==> src/rtl/ctrl_sequencer.sv <==
// Multi-cycle control sequencer: accepts one instruction per handshake and steps FETCH/T1..T3.
// Optional halt support is compiled in with `define CTRL_HALT_EN.
module ctrl_sequencer #(
  parameter int NREG = 8
) (
  input  logic              clk,
  input  logic              rst,
  input  logic [22:0]       instr,
  input  logic              instr_valid,
  output logic              instr_ready,
  input  logic              zero_flag,
  output logic [NREG+1:0]   bus_sel,
  output logic [NREG-1:0]   reg_en,
  output logic              a_en,
  output logic              g_en,
  output logic              alu_sub,
  output logic              pc_step,
  output logic              pc_load,
  output logic              done,
  output logic              halted
);

  typedef enum logic [2:0] {
    S_FETCH = 3'd0,
    S_T1    = 3'd1,
    S_T2    = 3'd2,
    S_T3    = 3'd3,
    S_HALT  = 3'd4
  } state_t;

  localparam logic [2:0] OP_NOP  = 3'b000;
  localparam logic [2:0] OP_LOAD = 3'b001;
  localparam logic [2:0] OP_MOV  = 3'b010;
  localparam logic [2:0] OP_ADD  = 3'b011;
  localparam logic [2:0] OP_SUB  = 3'b100;
  localparam logic [2:0] OP_JMP  = 3'b101;
  localparam logic [2:0] OP_BZ   = 3'b110;
  localparam logic [2:0] OP_HALT = 3'b111;

  state_t      r_state;
  state_t      w_state_nxt;
  logic [22:0] r_ir;

  logic [2:0]  w_op;
  logic [3:0]  w_rd;
  logic [3:0]  w_rs;
  logic        w_unused_imm;

  assign w_op         = r_ir[22:20];
  assign w_rd         = r_ir[19:16];
  assign w_rs         = r_ir[15:12];
  // The immediate travels to the datapath through the bus, not through this block.
  assign w_unused_imm = ^r_ir[11:0];

  // Register indices outside 0..NREG-1 decode to no enable at all.
  function automatic logic [NREG+1:0] bus_of_reg(input logic [3:0] idx);
    logic [NREG+1:0] v;
    v = '0;
    for (int i = 0; i < NREG; i++) begin
      if (idx == 4'(i)) v[i] = 1'b1;
    end
    return v;
  endfunction

  function automatic logic [NREG-1:0] wen_of_reg(input logic [3:0] idx);
    logic [NREG-1:0] v;
    v = '0;
    for (int i = 0; i < NREG; i++) begin
      if (idx == 4'(i)) v[i] = 1'b1;
    end
    return v;
  endfunction

  function automatic logic [NREG+1:0] bus_imm();
    logic [NREG+1:0] v;
    v       = '0;
    v[NREG] = 1'b1;
    return v;
  endfunction

  function automatic logic [NREG+1:0] bus_g();
    logic [NREG+1:0] v;
    v         = '0;
    v[NREG+1] = 1'b1;
    return v;
  endfunction

  always_ff @(posedge clk or posedge rst) begin
    if (rst) begin
      r_state <= S_FETCH;
      r_ir    <= '0;
    end else begin
      r_state <= w_state_nxt;
      if (r_state == S_FETCH && instr_valid) r_ir <= instr;
    end
  end

  always_comb begin
    w_state_nxt = r_state;
    instr_ready = 1'b0;
    bus_sel     = '0;
    reg_en      = '0;
    a_en        = 1'b0;
    g_en        = 1'b0;
    alu_sub     = 1'b0;
    pc_step     = 1'b0;
    pc_load     = 1'b0;
    done        = 1'b0;
    halted      = 1'b0;

    case (r_state)
      S_FETCH: begin
        instr_ready = 1'b1;
        if (instr_valid) begin
          pc_step     = 1'b1;
          w_state_nxt = S_T1;
        end
      end

      S_T1: begin
        w_state_nxt = S_FETCH;
        case (w_op)
          OP_NOP: begin
            done = 1'b1;
          end
          OP_LOAD: begin
            bus_sel = bus_imm();
            reg_en  = wen_of_reg(w_rd);
            done    = 1'b1;
          end
          OP_MOV: begin
            bus_sel = bus_of_reg(w_rs);
            reg_en  = wen_of_reg(w_rd);
            done    = 1'b1;
          end
          OP_ADD, OP_SUB: begin
            bus_sel     = bus_of_reg(w_rd);
            a_en        = 1'b1;
            w_state_nxt = S_T2;
          end
          OP_JMP: begin
            bus_sel = bus_imm();
            pc_load = 1'b1;
            done    = 1'b1;
          end
          OP_BZ: begin
            bus_sel = bus_imm();
            pc_load = zero_flag;
            done    = 1'b1;
          end
          OP_HALT: begin
            done = 1'b1;
`ifdef CTRL_HALT_EN
            w_state_nxt = S_HALT;
`endif
          end
          default: begin
            done = 1'b1;
          end
        endcase
      end

      S_T2: begin
        bus_sel     = bus_of_reg(w_rs);
        g_en        = 1'b1;
        alu_sub     = w_op[2];
        w_state_nxt = S_T3;
      end

      S_T3: begin
        bus_sel     = bus_g();
        reg_en      = wen_of_reg(w_rd);
        done        = 1'b1;
        w_state_nxt = S_FETCH;
      end

      S_HALT: begin
`ifdef CTRL_HALT_EN
        halted      = 1'b1;
        w_state_nxt = S_HALT;
`else
        w_state_nxt = S_FETCH;
`endif
      end

      default: begin
        w_state_nxt = S_FETCH;
      end
    endcase
  end

endmodule
==> config.mk <==
export PLATFORM = sky130hd
export DESIGN_NAME = ctrl_sequencer
export DESIGN_NICKNAME = d
export VERILOG_FILES = /design/src/rtl/ctrl_sequencer.sv
export SDC_FILE = /design/constraint.sdc
export NUM_CORES = 1
export LEC_CHECK = 0
export CORE_ASPECT_RATIO = 0.5
export CORE_MARGIN = 2
export CORE_UTILIZATION = 36
export DETAILED_ROUTE_END_ITERATION = 6
export DONT_BUFFER_PORTS = 1
export GPL_ROUTABILITY_DRIVEN = 0
export GPL_TIMING_DRIVEN = 1
export PLACE_DENSITY = 0.55
export REMOVE_ABC_BUFFERS = 1
export SYNTH_ARGS = -nofsm -noshare
export SYNTH_HDL_FRONTEND = slang
export SYNTH_SLANG_ARGS = --single-unit
==> constraint.sdc <==
create_clock -name clk -period 2.8 [get_ports clk]
set_clock_uncertainty 0.05 [all_clocks]
set_input_delay 0.14 -clock clk [delete_from_list [all_inputs] [get_ports clk]]
set_output_delay 0.14 -clock clk [all_outputs]
set_load 0.05 [all_outputs]
==> summary.md <==
| Metric | Value |
|---|---|
| Result of the run | `complete, no violations` |
| All-layer global routing usage | `15.3%` |
| Number of standard-cell rows in the floorplan | `13` |
| Critical path arrival | `1.78 ns` |
| Setup total negative slack | `0 ns` |
| Synth cell types | `32` |
| Slew @ Worst Pin | `0.841 ns` |
| Number of H-tree branching levels | `1` |
| Final #Nets | `152` |
| MaxCap Viol Count | `0` |
| Area post-placement | `1150 sq um` |
| Largest voltage drop on the vdd net | `0.374 mV` |
| Worst slew slack as a fraction of its limit | `43.6%` |
| Placed cell count | `144` |
| Cell count after synthesis | `91` |
| Leakage power of the design | `0.558 nW` |
| Top fanout value on the critical path | `8` |
| DR iter-0 viols | `24` |
| Die height | `40.4 microns` |
| Final hold viol count | `0` |
| Dominant combinational cell family by area after synthesis | `simple AND/OR/NAND/NOR gates` |
| Complex-gate fraction of the synthesized area | `15.4%` |
| Post-CTS Setup Inserts | `0` |
| Post-Layout Cell Count | `161` |
| Number of nets with antenna violations after routing | `0` |
| Post-synthesis mux area share | `16.5%` |
| Worst Hold Margin | `0.322 ns` |
| Worst path required time | `2.61 ns` |
| RSZ-0062 raised after global routing | `no` |
| Half-perimeter wire length of the detailed placement result | `1760 microns` |
| Critical Path Sink Type | `primary output` |
| Number of clock buffers inserted by TritonCTS | `3` |
| Startpoint class of the critical path | `flop` |
| Design Power | `0.00166 W` |
| Count of final max-slew check failures | `0` |
| XOR/XNOR share of the synthesized area | `0.919%` |
| Period utilisation layout | `70.4%` |
| Congestion Overflow GR | `0` |
| Seq/Total Area, Yosys | `34.1%` |
| Yosys warns | `0` |
| Library cell used as clock root buffer | `sky130_fd_sc_hd__clkbuf_8` |
| Simple-gate share of the synthesized area | `28.3%` |
| F_max | `507 MHz` |
| PostCTS Resize Cnt | `0` |
| Insertion delay of the later-clocked pin in the worst-skew pair | `0.24 ns` |
| Starting Density | `37.3%` |
| Number of design rule violations left after detail routing | `0` |
| Antenna violations before repair | `0` |
| First-pass iteration count of the detailed router | `4` |
| Average footprint of a synthesized cell | `10.5 sq um` |
| Routed Wire Length | `2340 microns` |
| Die Footprint | `3100 sq um` |
| Area growth from synthesis to layout | `39.1%` |
| Number of synthesized register bits | `13` |
| Clock Pin Slew Worst Setup and Hold Paths | `0.05 ns` |
| Clock period minus final worst setup slack | `1.97 ns` |
| Number of clock sinks | `13` |
| Core area | `2550 sq um` |
| Routed length per placed instance | `14.6 microns` |
| Pin count of the biggest net entering global routing | `14` |
| Final Instance Area | `1330 sq um` |
| Adder-cell area share of the yosys netlist | `0%` |
| Kind of path behind the tightest hold check | `in2async` |
| Clock Path Buffers | `2` |
| Final setup viols | `0` |
| Via/cell ratio | `5.00` |
| Summed instance area of the synthesized netlist | `953 sq um` |
| I/O pin cnt | `53` |
| Horizontal die dimension | `76.8 microns` |
| Vias | `805` |
| Port Buffer Count | `0` |
| Power density relative to cell area | `1250 nW/um^2` |
| Number of buffers inserted by hold repair at cts | `13` |
| Critical path class | `reg2out` |
| Fraction of layout cells with a size suffix above 1 | `44.4%` |
| Vias in the first global route | `753` |
| Clock tree from TritonCTS | `yes` |
| Count of inserted antenna diode cells | `0` |
| Wire length of the first global-routing pass | `3570 microns` |
==> metal layers <==
layer	track usage, %	vias to the layer above	share of wire [%]
met5	0	-	0
met4	5.00	0	1.7
met3	4.95	4	5.2
met2	28.9	27	51
met1	17.4	382	42
li1	-	392	-
==> final cells by class <==
| class | instances | area (sq um) |
|---|---|---|
| tap | 37 | 46.3 |
| multi-input combinational | 71 | 622 |
| clock buffer | 4 | 45.0 |
| sequential | 13 | 325 |
| fill | 249 | 1230 |
| inverter | 4 | 15.0 |
| timing repair buffer | 32 | 273 |
==> stage by stage <==
stage | utilization [%] | setup slack [ns]
after floorplan | - | 0.298
after global placement | 45.1 | 1.08
after detailed placement | 45.1 | 1.06
after CTS | 51.9 | 0.838
after global routing | 51.9 | 0.680
final | 51.9 | 0.829
==> flip-flops by register name, indices dropped and copies added, names as in the netlist <==
register	flops
r_state	2
r_ir	11
==> critical path, stage by stage (launching register included) <==
cell	delay, ns
sky130_fd_sc_hd__dfrtp_1	0.46
sky130_fd_sc_hd__xor2_1	0.19
sky130_fd_sc_hd__a21oi_1	0.52
sky130_fd_sc_hd__nor3_1	0.14
sky130_fd_sc_hd__buf_4	0.22
==> power breakdown <==
part           total (W)  internal (W)  leakage, nW  switching, W
combinational    0.00106      0.000406        0.381      0.000649
clock           0.000168      0.000101       0.0228     0.0000673
sequential      0.000434      0.000285        0.154      0.000148
total            0.00166      0.000792        0.558      0.000865
==> cells by family (layout without fill, tap and decap cells) <==
kind of cell    count (synthesis)  count (layout)
compound gates                 16              16
xor+xnor                        1               1
buf+inv                         7              40
flops                          13              13
mux                            11              11
other cells                     1               1
simple gates                   42              42
==> cells in the final DEF (no fill, tap or decap), types with 2 or more instances in the layout <==
cell type / n
sky130_fd_sc_hd__a21oi_1: 4
sky130_fd_sc_hd__a32oi_2: 2
sky130_fd_sc_hd__and2_1: 3
sky130_fd_sc_hd__buf_4: 19
sky130_fd_sc_hd__clkbuf_8: 3
sky130_fd_sc_hd__dfrtp_1: 13
sky130_fd_sc_hd__dlygate4sd3_1: 13
sky130_fd_sc_hd__inv_1: 4
sky130_fd_sc_hd__mux2_2: 2
sky130_fd_sc_hd__mux2_4: 9
sky130_fd_sc_hd__nand2_1: 2
sky130_fd_sc_hd__nand2b_1: 4
sky130_fd_sc_hd__nand3b_1: 2
sky130_fd_sc_hd__nor2_1: 5
sky130_fd_sc_hd__nor2b_1: 2
sky130_fd_sc_hd__nor3_1: 8
sky130_fd_sc_hd__o22ai_1: 3
sky130_fd_sc_hd__o32ai_2: 5
sky130_fd_sc_hd__or2_2: 5
sky130_fd_sc_hd__or3b_2: 2
==> worst paths after layout <==
check                                  startpoint                      to  slack [ns]  cells after the start
max reg2reg                r_state[0]$_DFFE_PP0P_    r_ir[16]$_DFFE_PP0P_        1.05                      4
max                          r_ir[20]$_DFFE_PP0P_               reg_en[4]        0.83                      4
min reg2reg                  r_ir[15]$_DFFE_PP0P_    r_ir[15]$_DFFE_PP0P_        0.52                      1
min                                           rst    r_ir[12]$_DFFE_PP0P_        0.32                      2
min in group clk                      instr_valid    r_ir[21]$_DFFE_PP0P_        0.34                      2
max in group asynchronous                     rst  r_state[1]$_DFFE_PP0P_        2.04                      2
==> Yosys cell counts <==
cell type / number / area share [%]
sky130_fd_sc_hd__nor2b_1: 2 / 1.3
sky130_fd_sc_hd__o32ai_2: 1 / 1.7
sky130_fd_sc_hd__o21bai_1: 1 / 0.79
sky130_fd_sc_hd__mux2_2: 2 / 2.4
sky130_fd_sc_hd__dfrtp_1: 13 / 34
sky130_fd_sc_hd__and2b_2: 1 / 0.92
sky130_fd_sc_hd__or3_1: 1 / 0.66
sky130_fd_sc_hd__or3b_2: 2 / 1.8
sky130_fd_sc_hd__o21ai_4: 1 / 1.7
sky130_fd_sc_hd__and2b_1: 1 / 0.79
sky130_fd_sc_hd__a32oi_2: 2 / 3.4
sky130_fd_sc_hd__inv_1: 4 / 1.6
sky130_fd_sc_hd__mux2_4: 9 / 14
sky130_fd_sc_hd__nand2_1: 2 / 0.79
sky130_fd_sc_hd__nor2_2: 1 / 0.66
sky130_fd_sc_hd__nor3b_4: 1 / 2.0
sky130_fd_sc_hd__o32ai_1: 4 / 3.7
sky130_fd_sc_hd__nand2b_1: 4 / 2.6
sky130_fd_sc_hd__conb_1: 1 / 0.39
sky130_fd_sc_hd__nor2_1: 5 / 2.0
sky130_fd_sc_hd__o22ai_1: 3 / 2.0
sky130_fd_sc_hd__buf_6: 1 / 1.2
sky130_fd_sc_hd__buf_4: 2 / 1.6
sky130_fd_sc_hd__a21oi_1: 4 / 2.1
sky130_fd_sc_hd__nand3b_1: 2 / 1.6
sky130_fd_sc_hd__xor2_1: 1 / 0.92
sky130_fd_sc_hd__or2_2: 5 / 3.3
sky130_fd_sc_hd__and2b_4: 1 / 1.0
sky130_fd_sc_hd__and2_4: 1 / 0.92
sky130_fd_sc_hd__and2_1: 3 / 2.0
sky130_fd_sc_hd__nor3_1: 9 / 4.7
sky130_fd_sc_hd__and3b_4: 1 / 1.3
Power figures use the tool's default switching activity.
